**src/rtl/multiplier_4x4_seq_pkg.sv**
```systemverilog
// Shared types and constants for the 4x4 shift-and-add multiplier.
// Used by the top (multiplier_4x4_seq) and its datapath adder.
package multiplier_4x4_seq_pkg;

  localparam int OP_W   = 4;
  localparam int PROD_W = 8;
  localparam int CNT_W  = 2;

  // Count value of the final add/shift iteration.
  localparam logic [CNT_W-1:0] ITER_LAST = 2'd3;

  typedef enum logic [1:0] {
    IDLE = 2'b00,
    RUN  = 2'b01,
    DONE = 2'b10
  } state_e;

  // Partial-product register pair: hi is the running sum, q the multiplier bits.
  typedef struct packed {
    logic [OP_W-1:0] hi;
    logic [OP_W-1:0] q;
  } shreg_t;

  // Right-shift {sum, q} by one: sum[0] enters the top of q, q[0] drops out.
  function automatic shreg_t shift_step(input logic [OP_W:0] sum,
                                        input logic [OP_W-1:0] q);
    shreg_t r;
    r.hi = sum[OP_W:1];
    r.q  = {sum[0], q[OP_W-1:1]};
    return r;
  endfunction

endpackage

```
**src/rtl/multiplier_4x4_seq_adder.sv**
```systemverilog
// 4+4 ripple-carry adder with carry-in and a 5-bit result (adder_4_with_4).
// Used as the iteration datapath adder of multiplier_4x4_seq.
module adder_4_with_4
  import multiplier_4x4_seq_pkg::*;
(
  input  logic [OP_W-1:0] in1,
  input  logic [OP_W-1:0] in2,
  input  logic            carryin,
  output logic [OP_W:0]   sum
);

  logic [OP_W:0]   carry;
  logic [OP_W-1:0] sum_bits;

  always_comb begin
    carry    = '0;
    sum_bits = '0;
    carry[0] = carryin;
    for (int i = 0; i < OP_W; i++) begin
      sum_bits[i]  = in1[i] ^ in2[i] ^ carry[i];
      carry[i+1]   = (in1[i] & in2[i]) | (carry[i] & (in1[i] ^ in2[i]));
    end
  end

  assign sum = {carry[OP_W], sum_bits};

endmodule

```
**src/rtl/multiplier_4x4_seq.sv**
```systemverilog
// Sequential 4x4 unsigned shift-and-add multiplier (IDLE -> RUN x4 -> DONE).
// Define MULT_ACCUM_EN for multiply-accumulate mode with the acc_clr port.
module multiplier_4x4_seq
  import multiplier_4x4_seq_pkg::*;
(
  input  logic              clk,
  input  logic              reset,
  input  logic              start,
  input  logic [OP_W-1:0]   a,
  input  logic [OP_W-1:0]   b,
`ifdef MULT_ACCUM_EN
  input  logic              acc_clr,
`endif
  output logic [PROD_W-1:0] product,
  output logic              done,
  output logic              busy
);

  // Handshake: start is a request sampled only while IDLE; a/b (and acc_clr)
  // are captured on that edge. done pulses one cycle with product valid from
  // that cycle onward; busy covers RUN and DONE, during which start is ignored.

  state_e              state_q, state_d;
  logic [OP_W-1:0]     m_q, m_d;
  logic [OP_W-1:0]     q_q, q_d;
  logic [OP_W-1:0]     hi_q, hi_d;
  logic [CNT_W-1:0]    count_q, count_d;
  logic [PROD_W-1:0]   product_q, product_d;
  logic                done_q, done_d;
  logic                busy_q, busy_d;
`ifdef MULT_ACCUM_EN
  logic                acc_clr_q, acc_clr_d;
`endif

  logic [OP_W-1:0]     add_in2;
  logic [OP_W:0]       add_sum;
  shreg_t              step;
  logic [PROD_W-1:0]   step_prod;

  assign add_in2 = q_q[0] ? m_q : '0;

  adder_4_with_4 u_adder (
    .in1     (hi_q),
    .in2     (add_in2),
    .carryin (1'b0),
    .sum     (add_sum)
  );

  assign step      = shift_step(add_sum, q_q);
  assign step_prod = {step.hi, step.q};

  always_comb begin
    state_d   = state_q;
    m_d       = m_q;
    q_d       = q_q;
    hi_d      = hi_q;
    count_d   = count_q;
    product_d = product_q;
`ifdef MULT_ACCUM_EN
    acc_clr_d = acc_clr_q;
`endif
    case (state_q)
      IDLE: begin
        if (start) begin
          state_d   = RUN;
          m_d       = a;
          q_d       = b;
          hi_d      = '0;
          count_d   = '0;
`ifdef MULT_ACCUM_EN
          acc_clr_d = acc_clr;
`endif
        end
      end
      RUN: begin
        hi_d    = step.hi;
        q_d     = step.q;
        count_d = count_q + 2'd1;
        if (count_q == ITER_LAST) begin
          state_d = DONE;
`ifdef MULT_ACCUM_EN
          // Accumulation wraps modulo 256 without any flag.
          product_d = (acc_clr_q ? '0 : product_q) + step_prod;
`else
          product_d = step_prod;
`endif
        end
      end
      DONE: begin
        state_d = IDLE;
      end
      default: begin
        state_d = IDLE;
      end
    endcase
    // Outputs are registered from the next state so they align with it.
    done_d = (state_d == DONE);
    busy_d = (state_d != IDLE);
  end

  always_ff @(posedge clk or posedge reset) begin
    if (reset) begin
      state_q   <= IDLE;
      m_q       <= '0;
      q_q       <= '0;
      hi_q      <= '0;
      count_q   <= '0;
      product_q <= '0;
      done_q    <= 1'b0;
      busy_q    <= 1'b0;
`ifdef MULT_ACCUM_EN
      acc_clr_q <= 1'b0;
`endif
    end else begin
      state_q   <= state_d;
      m_q       <= m_d;
      q_q       <= q_d;
      hi_q      <= hi_d;
      count_q   <= count_d;
      product_q <= product_d;
      done_q    <= done_d;
      busy_q    <= busy_d;
`ifdef MULT_ACCUM_EN
      acc_clr_q <= acc_clr_d;
`endif
    end
  end

  assign product = product_q;
  assign done    = done_q;
  assign busy    = busy_q;

endmodule

```
**config.mk**
```make
export PLATFORM = sky130hd
export DESIGN_NAME = multiplier_4x4_seq
export DESIGN_NICKNAME = d
export VERILOG_FILES = /design/src/rtl/multiplier_4x4_seq_pkg.sv /design/src/rtl/multiplier_4x4_seq_adder.sv /design/src/rtl/multiplier_4x4_seq.sv
export SDC_FILE = /design/constraint.sdc
export NUM_CORES = 1
export LEC_CHECK = 0
export BUFFER_PORTS_ARGS = -buffer_cell sky130_fd_sc_hd__buf_2
export CAP_MARGIN = 10
export CELL_PAD_IN_SITES_DETAIL_PLACEMENT = 1
export CELL_PAD_IN_SITES_GLOBAL_PLACEMENT = 2
export CORE_MARGIN = 5
export CORE_UTILIZATION = 30
export DETAILED_ROUTE_END_ITERATION = 8
export MAX_ROUTING_LAYER = met4
export PLACE_DENSITY = 0.68
export SETUP_SLACK_MARGIN = 0.15
export SYNTH_ARGS = -nofsm -noshare
export SYNTH_HDL_FRONTEND = slang
export SYNTH_SLANG_ARGS = --single-unit
```
**constraint.sdc**
```tcl
create_clock -name clk -period 3.75 [get_ports clk]
set_input_delay 0.375 -clock clk [delete_from_list [all_inputs] [get_ports clk]]
set_output_delay 0.375 -clock clk [all_outputs]
set_load 0.01 [all_outputs]
```
# After elaboration in Yosys (flattened, before gate mapping)
# Index checks and enable logic that the tools add are counted.
[totals]
in_bits = 11
word_cells = 46
register_bits = 26
out_inout_bits = 10
[op_classes]
n_addsub = 1
eq_ne = 4
n_mux = 10
bitwise = 17
n_reduce_logical = 6
[ops]
columns = ["op", "n"]
rows = [
  ["one-hot mux 4 bit (2 select lines)", 2],
  ["2-to-1 mux 4 bit", 3],
  ["one-hot mux 2 bit (2 select lines)", 2],
  ["AND 1 bit", 7],
  ["XOR 1 bit", 7],
  ["2-to-1 mux 2 bit", 3],
  ["AND reduction 2 bit", 3],
  ["== test 2 bit (second input constant)", 2],
  ["nonzero test 2 bit", 2],
  ["bitwise OR 1 bit", 3],
  ["adder 2 x 1 -> 2 bit (second input constant)", 1],
  ["== test 2 x 1 -> 1 bit (second input constant)", 1],
  ["logical NOT 2 bit", 1],
  ["!= test 2 bit (second input constant)", 1],
]

# Longest topological paths before layout
# Gate-level depths: netlist of the first run.
[depth]
word_depth = 9
mapped_depth = 7

# Modules after synthesis
# A second synthesis of the first run with hierarchy kept.
[hier_totals]
cells_unflattened = 94
area_unflattened_um2 = 1273.7
[by_module_without_submodules]
columns = ["module", "cells_each", "instances", "area_per_inst_um2"]
rows = [
  ["multiplier_4x4_seq", 80, 1, 1156.1],
  ["adder_4_with_4", 14, 1, 117.6],
]

# Worst setup path before layout of the first run
# OpenSTA, ideal clock, no wires.
[synth_path]
path_type = "reg-to-reg"
start = "register q_q[0]"
end = "register product_q[6] (netlist: product[6])"
arrival_ns = 2.017
n_path_buf = 0
synth_period_minus_slack_ns = 2.097
required_ns = 3.671
setup_ns = 0.079
slack_ns = 1.653
path_stages_with_launch = 8
path_cell_list = "dfrtp_1 > and2_1 > ha_1 > fa_1 > fa_1 > inv_1 > fa_1 > mux2i_1"
[synth_between]
elab_chain_len = 7
[synth_rtl]
columns = ["element", "line_no", "text"]
rows = [
  ["start, declared", "multiplier_4x4_seq.sv:25", "logic [OP_W-1:0] q_q, q_d;"],
  ["start signal, assigned", "multiplier_4x4_seq.sv:117", "q_q <= q_d;"],
  ["2-to-1 mux 4 bit *", "multiplier_4x4_seq.sv:40", "assign add_in2 = q_q[0] ? m_q : '0;"],
  ["AND 1 bit / XOR 1 bit (equally long branches)", "multiplier_4x4_seq_adder.sv:21", "carry[i+1] = (in1[i] & in2[i]) | (carry[i] & (in1[i] ^ in2[i]));"],
  ["AND 1 bit", "multiplier_4x4_seq_adder.sv:21", ""],
  ["bitwise OR 1 bit", "multiplier_4x4_seq_adder.sv:21", ""],
  ["AND 1 bit", "multiplier_4x4_seq_adder.sv:21", ""],
  ["bitwise OR 1 bit", "multiplier_4x4_seq_adder.sv:21", ""],
  ["XOR 1 bit *", "multiplier_4x4_seq_adder.sv:20", "sum_bits[i] = in1[i] ^ in2[i] ^ carry[i];"],
  ["end signal, assigned", "multiplier_4x4_seq.sv:120", "product_q <= product_d;"],
  ["end, declared", "multiplier_4x4_seq.sv:28", "logic [PROD_W-1:0] product_q, product_d;"],
]
# Every way passes the cells marked *; elsewhere a longest branch is shown, timed or not.
# A chain may end at the register's enable or synchronous reset.

# Worst setup path in the final report of the first run
# Ends and elaborated chain as after synthesis.

==> metrics.yaml, run 1 <==
status: "complete, no violations"
numCtsBuffers: 3
crit_slowest_cell: "dfrtp_1"
worstPathCellList: "and2_1 -> ha_1 -> fa_1 -> fa_1 -> inv_1 -> fa_1 -> mux2i_1"
hold_class: "in -> async"
yosys.area_share.simple_pct: 11.4
grt_pass1_wl_mm: 3.95
drv_slew: 0
final_area_um2: 1410
start_kind: "register"
die_h_um: 74.2
die_area_um2: 5510
gr-usage-met1_pct: 12.7
whs_ns: 0.320
required_ns: 3.95
timing.final.crit_share_pct: 58.8
max_cap_violations: 0
clockBufferDepth: 2
power.leakage_nw: 0.716
fin_nets: 127
rsz0062_at_grt: "false"
htree_levels: 1
max_freq_mhz: 454
end_kind: "register"
crit_path_max_fanout: 5
synth_top_family_by_area: "multiplexers"
ios: 21
numPlacedInstances: 156
grt_pass1_vias: 811
wl_mm: 2.29
start_util_pct: 30.9
synth_seq_cells: 26
synthAdderAreaFrac_pct: 6.88
drc: 0
layout-drive-gt1-share_pct: 34.5
cts_root_buf: "clkbuf_8"
synth_area_um2: 1240
cts_resized: 0
ant_nets: 0
grt_start_max_net_pins: 27
yosysSeqAreaShare_pct: 52.6
place.gp.congestion: 0.767
overflow: 0
finalHoldViolations: 0
vias_per_cell: 4.49
final_cell_mix: "dfrtp_1 (26), buf_2 (20), inv_1 (13)"
portBuffers: 20
synthMuxAreaShare_pct: 13.4
clock_sinks: 26
met2_usage_pct: 15.1
power_density_nw_per_um2: 864
peakVddDrop_mv: 0.333
yosys_warnings: 0
setup_viol: 0
crit_top_cell: "fa_1"
fin_crit_ns: 2.20
antenna_found_initial: 0
coreArea_um2: 4000
cts_tree: "built"
cts-hold-fix-buffers: 0
layout_commonest_cell: "dfrtp_1"
insertion_delay_ns: 0.27
drtIter0Drc: 16
firstDrtPassIters: 4
post_drt_wl_per_cell_um: 14.3
synth_xor_area_share_pct: 0
rows: 23
fin_tns_setup_ns: 0
gr-usage-met3_pct: 1.35
synth.distinct_cells: 25
vias: 719
syn-mean-instance-area_um2: 13.7
layoutNonFillerInstCount: 160
synth-compound-area-share_pct: 8.39
clk_transition_reported_paths_ns: 0.09
syn-num-nets: 106
crit_type: "reg -> reg"
grtUsageTotal_pct: 9.54
area_growth_syn_to_layout_pct: 14.3
hpwl_mm: 1.76
arrival_ns: 2.40
skew_ns: 0.00694
critical_path_buf_inv_count: 1
top_usage_layer: "met2"
place_area_um2: 1360
postSynthCellCount: 90
critical-path-top-delay-family: "adder cells"
cpPeakStageDelay_ns: 0.42
n_antenna_cell: 0
postCtsSetupBuffers: 0
worst_slew_pin_slew_ns: 0.985
die_w_um: 74.2
slew_headroom_pct: 34.3
[final cells by class]
cell class	instances	area, µm²
clock buffers	4	55.1
fillers	439	2590
inverters	13	48.8
multi-input cells	47	497
flip-flops and latches	26	651
well taps	50	62.6
repair buffers	20	100
[logic make-up after synthesis]
family / Yosys count
buf+inv: 17
compound gates: 11
mux: 13
fa+ha+maj: 5
simple gates: 18
flops: 26
[flip-flops by register name (all words and copies together), names as in the netlist]
| signal | flops |
|---|---|
| busy | 1 |
| hi_q | 4 |
| m_q | 4 |
| count_q | 2 |
| done | 1 |
| product | 8 |
| state_q | 2 |
| q_q | 4 |
[final timing paths]
| check | start | slack, ns | endpoint | cells after the start |
|---|---|---|---|---|
| worst max register to register | q_q[0] | 1.55 | product[6] | 7 |
| worst min-delay path | reset | 0.32 | busy | 2 |
| min in group clk | a[2] | 0.33 | m_q[2] | 2 |
| worst min register to register | hi_q[3] | 0.51 | hi_q[3] | 1 |
| max in group asynchronous | reset | 2.83 | q_q[1] | 2 |
| worst max-delay path | q_q[0] | 1.55 | product[6] | 7 |
[Yosys cell counts, drive strengths merged]
cell type / number / area share [%]
dfrtp: 26 / 53
inv: 13 / 3.9
mux2: 11 / 12
buf: 4 / 3.3
nor2b: 4 / 2.0
nor3b: 4 / 3.3
a221oi: 3 / 2.1
a22o: 3 / 2.1
and2: 3 / 1.5
fa: 3 / 4.9
ha: 2 / 2.0
mux2i: 2 / 1.6
o2bb2ai: 2 / 1.4
or2b: 2 / 1.2
a21oi: 1 / 0.40
a222oi: 1 / 0.81
and2b: 1 / 0.61
nand2: 1 / 0.30
nand2b: 1 / 0.51
nand3b: 1 / 1.6
nor2: 1 / 0.30
o21bai: 1 / 1.5
[metal layers]
layer / wire (µm) / vias to the layer above
li1: - / 342
met5: 0 / -
met4: 25 / 0
met3: 75 / 4
met2: 1170 / 10
met1: 1020 / 363
[power breakdown]
part | leakage [nW] | total, mW | internal, mW | switching (mW)
combinational | 0.375 | 0.520 | 0.288 | 0.232
sequential | 0.312 | 0.520 | 0.415 | 0.105
clock | 0.0288 | 0.181 | 0.0938 | 0.0872
total | 0.716 | 1.22 | 0.797 | 0.424
[stage by stage]
| step | power (mW) | util (%) | setup slack [ns] |
|---|---|---|---|
| 3_5_place_dp | 1.07 | 34.0 | 1.53 |
| 6_report | 1.22 | 35.3 | 1.55 |
| 3_3_place_gp | 1.04 | 34.0 | 1.61 |
| 2_1_floorplan | 0.932 | - | 1.65 |
| 5_1_grt | 1.32 | 35.3 | 1.48 |
| 4_1_cts | 1.25 | 35.3 | 1.52 |
(Power assumes the default switching activity.)
==> inputs of run 2 (changes only) <==
==> constraint.sdc (replaced) <==
create_clock -name clk -period 2.25 [get_ports clk]
set_input_delay 0.225 -clock clk [delete_from_list [all_inputs] [get_ports clk]]
set_output_delay 0.225 -clock clk [all_outputs]
set_load 0.01 [all_outputs]
==> run 2 against run 1 <==
The flow now finishes with violations (hold timing). Global-route usage grew 0.59 points. Maximum frequency is 4.7% higher. Clock power increased by 68%. Total power increased by 76%. Combinational power rose by 88%. Final area increased by 4.2%. Clock skew decreased by 0.0014 ns. Setup slack lost 1.4 ns. Non-clock buffer count grew 4. Die area unchanged. First-iteration DRC count decreased by 88%. Largest power group is now combinational logic.
==> metrics.yaml, run 2 (synthesis gave the netlist of run 1 again) <==
pwr-share-seq_pct: 40.5  # -2.1 points
switchingPower_mw: 0.749  # +77%
fin_tns_setup_ns: 0  # unchanged
hold_class: "in -> async"
largest_reg_flops: 8  # unchanged
crit_type: "reg -> reg"
hpwl_mm: 1.76  # about the same
die_h_um: 74.2  # unchanged
setup_viol: 0  # unchanged
violations: "hold timing"
die_w_um: 74.2  # unchanged
layoutNonFillerInstCount: 164  # +2.5%
cts-hold-fix-buffers: 0  # unchanged
layout-drive-gt1-share_pct: 43.0  # +8.4 points
rows: 23  # unchanged
ant_nets: 0  # unchanged
clk_transition_reported_paths_ns: 0.09  # about the same
timing.final.crit_share_pct: 93.5  # +35 points
cts_tree: "built"
final_cell_mix: "dfrtp_1 (26), buf_2 (20), inv_1 (12)"
clockBufferDepth: 2  # unchanged
arrival_ns: 2.30  # -0.10 ns
drv_slew: 0  # unchanged
clock_sinks: 26  # unchanged
pwr-share-clk_pct: 14.1  # -0.7 points
start_util_pct: 30.9  # unchanged
insertion_delay_ns: 0.27  # about the same
start_kind: "register"
status: "finished, violations left"
crit_path_max_fanout: 3  # -2
n_antenna_cell: 0  # unchanged
layout_commonest_cell: "dfrtp_1"
firstDrtPassIters: 4  # unchanged
netSwitchingFraction_pct: 34.7  # +0.038 points
grt_pass1_vias: 807  # -0.49%
htree_levels: 1  # unchanged
ios: 21  # unchanged
place.gp.congestion: 0.767  # about the same
max_cap_violations: 0  # unchanged
drc: 0  # unchanged
end_kind: "register"
finalHoldViolations: 5  # +5
post_drt_wl_per_cell_um: 14.5  # +1.7%
whs_ns: -0.00240  # -0.322 ns
portBuffers: 20  # unchanged
grt_start_max_net_pins: 27  # unchanged
numPlacedInstances: 157  # +0.64%
utilization_pct: 36.8  # +1.5 points
peakVddDrop_mv: 0.427  # +28%
drtIter0Drc: 2  # -14
internal_power_mw: 1.41  # +76%
area_growth_syn_to_layout_pct: 19.0
wl_mm: 2.39  # +4.2%
power_density_nw_per_um2: 1460  # +69%
fin_nets: 131  # +3.1%
slew_headroom_pct: 69.7  # +35 points
vias: 726  # +0.97%
rsz0062_at_grt: "true"
skew_ns: 0.00550  # -0.00143 ns
pwr-share-comb_pct: 45.4  # +2.8 points
antenna_found_initial: 0  # unchanged
max_freq_mhz: 475  # +4.7%
cts_root_buf: "clkbuf_8"
power.leakage_nw: 0.737  # +2.9%
grt_pass1_wl_mm: 4.14  # +4.9%
grtUsageTotal_pct: 10.1  # +0.59 points
worst_slew_pin_slew_ns: 0.455  # -0.530 ns
required_ns: 2.45  # -1.50 ns
vias_per_cell: 4.43  # -1.5%
die_area_um2: 5510  # unchanged
fin_crit_ns: 2.10  # -0.0997 ns
numCtsBuffers: 3  # unchanged
overflow: 0  # unchanged
coreArea_um2: 4000  # unchanged
-- run 2: changes by cell type in the layout (fill, tap and decap cells not counted), moves of 2 or more --
cell	previous run	this run
fa_2	0	2
and2_4	0	2
and2_1	3	1
buf_4	0	4
fa_1	3	1
-- run 2: routing by layer --
| layer | GRT usage, % | share of wire, % | vias to the layer above | wire [µm] |
|---|---|---|---|---|
| met1 | 13.3 | 46 | 364 | 1110 |
| met3 | 1.62 | 3.2 | 4 | 77 |
| met2 | 15.9 | 49 | 10 | 1180 |
| li1 | - | - | 348 | - |
| met4 | 3.56 | 0.92 | 0 | 22 |
| met5 | - | 0 | - | 0 |
-- run 2: area by class of cell --
| type | instances | area [µm²] |
|---|---|---|
| fill | 440 | 2530 |
| multi-input combinational | 47 | 526 |
| clock buffer | 4 | 55.1 |
| tap | 50 | 62.6 |
| inverter | 13 | 48.8 |
| timing repair buffer | 24 | 130 |
| sequential | 26 | 651 |
-- run 2: repair_timing --
| action | CTS | global route |
|---|---|---|
| endpoints found under the hold margin | 0 | 0 |
| setup buffers | 3 | 0 |
| setup endpoints to repair | 2 | 2 |
| pin swaps | 1 | 1 |
| resized for setup | 3 | 5 |
-- run 2: power groups by stage --
stage | sequential, mW | combinational, mW | clock (mW)
finish | 0.873 | 0.977 | 0.304
global route | 0.910 | 1.09 | 0.337
CTS | 0.868 | 0.949 | 0.316
detailed placement | 0.879 | 0.898 | 0
global placement | 0.868 | 0.864 | 0
floorplan | 0.851 | 0.702 | 0
-- run 2: worst paths after layout --
kind / startpoint / end / slack, ns / depth (start not counted)
worst min-delay path: reset / product[5] / -0.002 / 3
max in group asynchronous: reset / product[2] / 1.99 / 3
min in group clk: a[2] / m_q[2] / 0.18 / 2
worst max-delay path: q_q[0] / product[6] / 0.15 / 7
worst min register to register: product[5] / product[5] / 0.51 / 1
worst max register to register: q_q[0] / product[6] / 0.15 / 7
-- run 2: stage by stage --
stage | worst slack, ns | cell area [µm²] | total power [mW]
CTS | 0.136 | 1450 | 2.13
global placement | 0.106 | 1370 | 1.73
floorplan | 0.153 | 1240 | 1.55
global route | 0.0620 | 1470 | 2.34
finish | 0.146 | 1470 | 2.15
detailed placement | 0.0342 | 1370 | 1.78
-- run 2: worst max-delay path, cell delays in order (launching register included) --
cell and delay [ns]:
dfrtp_1 0.41, buf_4 0.15, and2_4 0.14, fa_2 0.36, fa_2 0.34, inv_2 0.06
fa_1 0.41, mux2i_1 0.15
==> inputs of run 3 (changes only) <==
--- a/config.mk
+++ b/config.mk
@@ -6,9 +6,10 @@
 export NUM_CORES = 1
 export LEC_CHECK = 0
 export BUFFER_PORTS_ARGS = -buffer_cell sky130_fd_sc_hd__buf_2
-export CAP_MARGIN = 10
+export CAP_MARGIN = 20
 export CELL_PAD_IN_SITES_DETAIL_PLACEMENT = 1
 export CELL_PAD_IN_SITES_GLOBAL_PLACEMENT = 2
+export CORE_ASPECT_RATIO = 1.1
 export CORE_MARGIN = 5
 export CORE_UTILIZATION = 30
 export DETAILED_ROUTE_END_ITERATION = 8
==> run 3 against run 2 <==
Combinational power decreased by 1%. Critical path type unchanged. Via count increased by 0.83%. Worst hold slack improved by 0.0013 ns. Die area about the same. Non-clock buffer count decreased by 1. The run still ends with hold timing left. Critical endpoint is now hi_q[2]. Critical path depth unchanged. Global-route usage decreased by 0.45 points. Largest power group unchanged. Final area decreased by 0.76%. Clock-buffer cell count unchanged. Total power decreased by 1.2%.
==> metrics.yaml, run 3 (synthesis gave the netlist of run 1 again) <==
status: "finished, violations left"
violations: "hold timing"
ios: 21  # unchanged
max_freq_mhz: 483  # +1.6%
final_cell_mix: "dfrtp_1 (26), buf_2 (20), inv_1 (12)"
power_density_nw_per_um2: 1460  # -0.45%
regArea_um2: 651  # unchanged
numCtsBuffers: 3  # unchanged
grt_start_max_net_pins: 27  # unchanged
coreArea_um2: 3960  # -0.91%
max_cap_violations: 0  # unchanged
utilization_pct: 36.9  # +0.053 points
clock_sinks: 26  # unchanged
whs_ns: -0.00108  # +0.00132 ns
die_h_um: 77.4  # +4.2%
worstPathCellList: "and2_4 -> ha_4 -> fa_2 -> fa_2 -> inv_2 -> fa_1 -> o2bb2ai_1"
layout-drive-gt1-share_pct: 41.6  # -1.4 points
hpwl_mm: 1.72  # -2.7%
htree_levels: 1  # unchanged
vias: 732  # +0.83%
die_area_um2: 5510  # about the same
setup_viol: 0  # unchanged
firstDrtPassIters: 4  # unchanged
ant_nets: 0  # unchanged
die_w_um: 71.2  # -4.0%
worst_slew_pin_slew_ns: 0.459  # +0.00384 ns
grt_pass1_wl_mm: 4.04  # -2.5%
finalHoldViolations: 2  # -3
area_growth_syn_to_layout_pct: 18.1
cts_root_buf: "clkbuf_8"
n_antenna_cell: 0  # unchanged
clk_transition_reported_paths_ns: 0.09  # about the same
drv_slew: 0  # unchanged
drc: 0  # unchanged
crit_slowest_cell: "fa_1"
power.leakage_nw: 0.730  # -0.96%
place.gp.congestion: 0.736  # -4.0%
rows: 24  # +4.3%
critical_path_buf_inv_count: 1  # -1
layout_commonest_cell: "dfrtp_1"
crit_path_max_fanout: 2  # -1
largest_reg_flops: 8  # unchanged
skew_ns: 0.00367  # -0.00184 ns
drtIter0Drc: 14  # +12
start_util_pct: 31.2  # +0.28 points
fin_tns_setup_ns: 0  # unchanged
start_kind: "register"
cpPeakStageDelay_ns: 0.42  # about the same
post_drt_wl_per_cell_um: 14.2  # -2.7%
arrival_ns: 2.27  # -0.03 ns
grtUsageTotal_pct: 9.68  # -0.45 points
cts-hold-fix-buffers: 0  # unchanged
timing.final.crit_share_pct: 92.0  # -1.5 points
hold_class: "in -> async"
fill_cells: 445  # +1.1%
wl_mm: 2.34  # -2.1%
clockBufferDepth: 2  # unchanged
vias_per_cell: 4.44  # +0.22%
cts_tree: "built"
crit_top_cell: "fa_2"
insertion_delay_ns: 0.27  # about the same
fin_nets: 130  # -0.76%
fin_crit_ns: 2.07  # -0.0332 ns
portBuffers: 20  # unchanged
worstSetupStartpoint: "m_q[0]"
required_ns: 2.45  # about the same
end_kind: "register"
overflow: 0  # unchanged
crit_type: "reg -> reg"
antenna_found_initial: 0  # unchanged
slew_headroom_pct: 69.4  # -0.26 points
worstReg2RegStart: "m_q[0]"
grt_pass1_vias: 842  # +4.3%
critical-path-top-delay-family: "adder cells"
multi_input_area_um2: 519  # -1.2%
peakVddDrop_mv: 0.483  # +13%
rsz0062_at_grt: "true"
## run 3: repair_timing
action / 4_1_cts / 5_1_grt
resized for setup: 3 / 4
gates cloned: 0 / 0
pin swaps: 1 / 2
setup buffers: 2 / 0
setup endpoints to repair: 2 / 2
hold endpoints to repair: 0 / 0
## run 3: report_power, final
group | switching [mW] | total, mW | internal, mW | leakage [nW]
clock network | 0.140 | 0.297 | 0.156 | 0.0288
logic | 0.415 | 0.963 | 0.548 | 0.389
registers | 0.177 | 0.869 | 0.692 | 0.312
## run 3: worst paths after layout
path | end | slack (ns) | depth (start not counted)
worst max-delay path | hi_q[2] | 0.18 | 7
worst min-delay path | done | -0.001 | 3
worst max register to register | hi_q[2] | 0.18 | 7
worst min register to register | hi_q[3] | 0.50 | 1
max in group asynchronous | state_q[0] | 2.00 | 3
min in group clk | m_q[1] | 0.19 | 2
## run 3: through the flow
step           power [mW]  area, µm²  hold WS (ns)  setup slack, ns  instances
5_1_grt              2.30       1460        0.0269            0.101        165
3_3_place_gp         1.74       1370         0.295            0.108        159
3_5_place_dp         1.79       1370         0.305           0.0505        159
4_1_cts              2.13       1450       0.00486            0.161        165
2_1_floorplan        1.55       1240         0.265            0.153         90
6_report             2.13       1460      -0.00108            0.180        165
## run 3: layer usage
metal  wire length [µm]  part of all wire, %  global-route usage, %  vias up
met1               1020                   44                   11.4      365
met5                  0                    0                      -        -
met2               1170                   50                   15.9       18
li1                   -                    -                      -      347
met3                131                  5.6                   3.36        2
met4                 10                 0.43                   2.26        0
## run 3: cell type report
cell class	instances	area share, %
multi-input cells	47	35.5
clock buffers	4	3.77
repair buffers	23	8.39
well taps	52	4.45
flip-flops and latches	26	44.5
inverters	13	3.34
## run 3: tightest hold or removal path, delay by kind of cell
kind,cells,cell delay [ns]
buf+inv,3,0.44
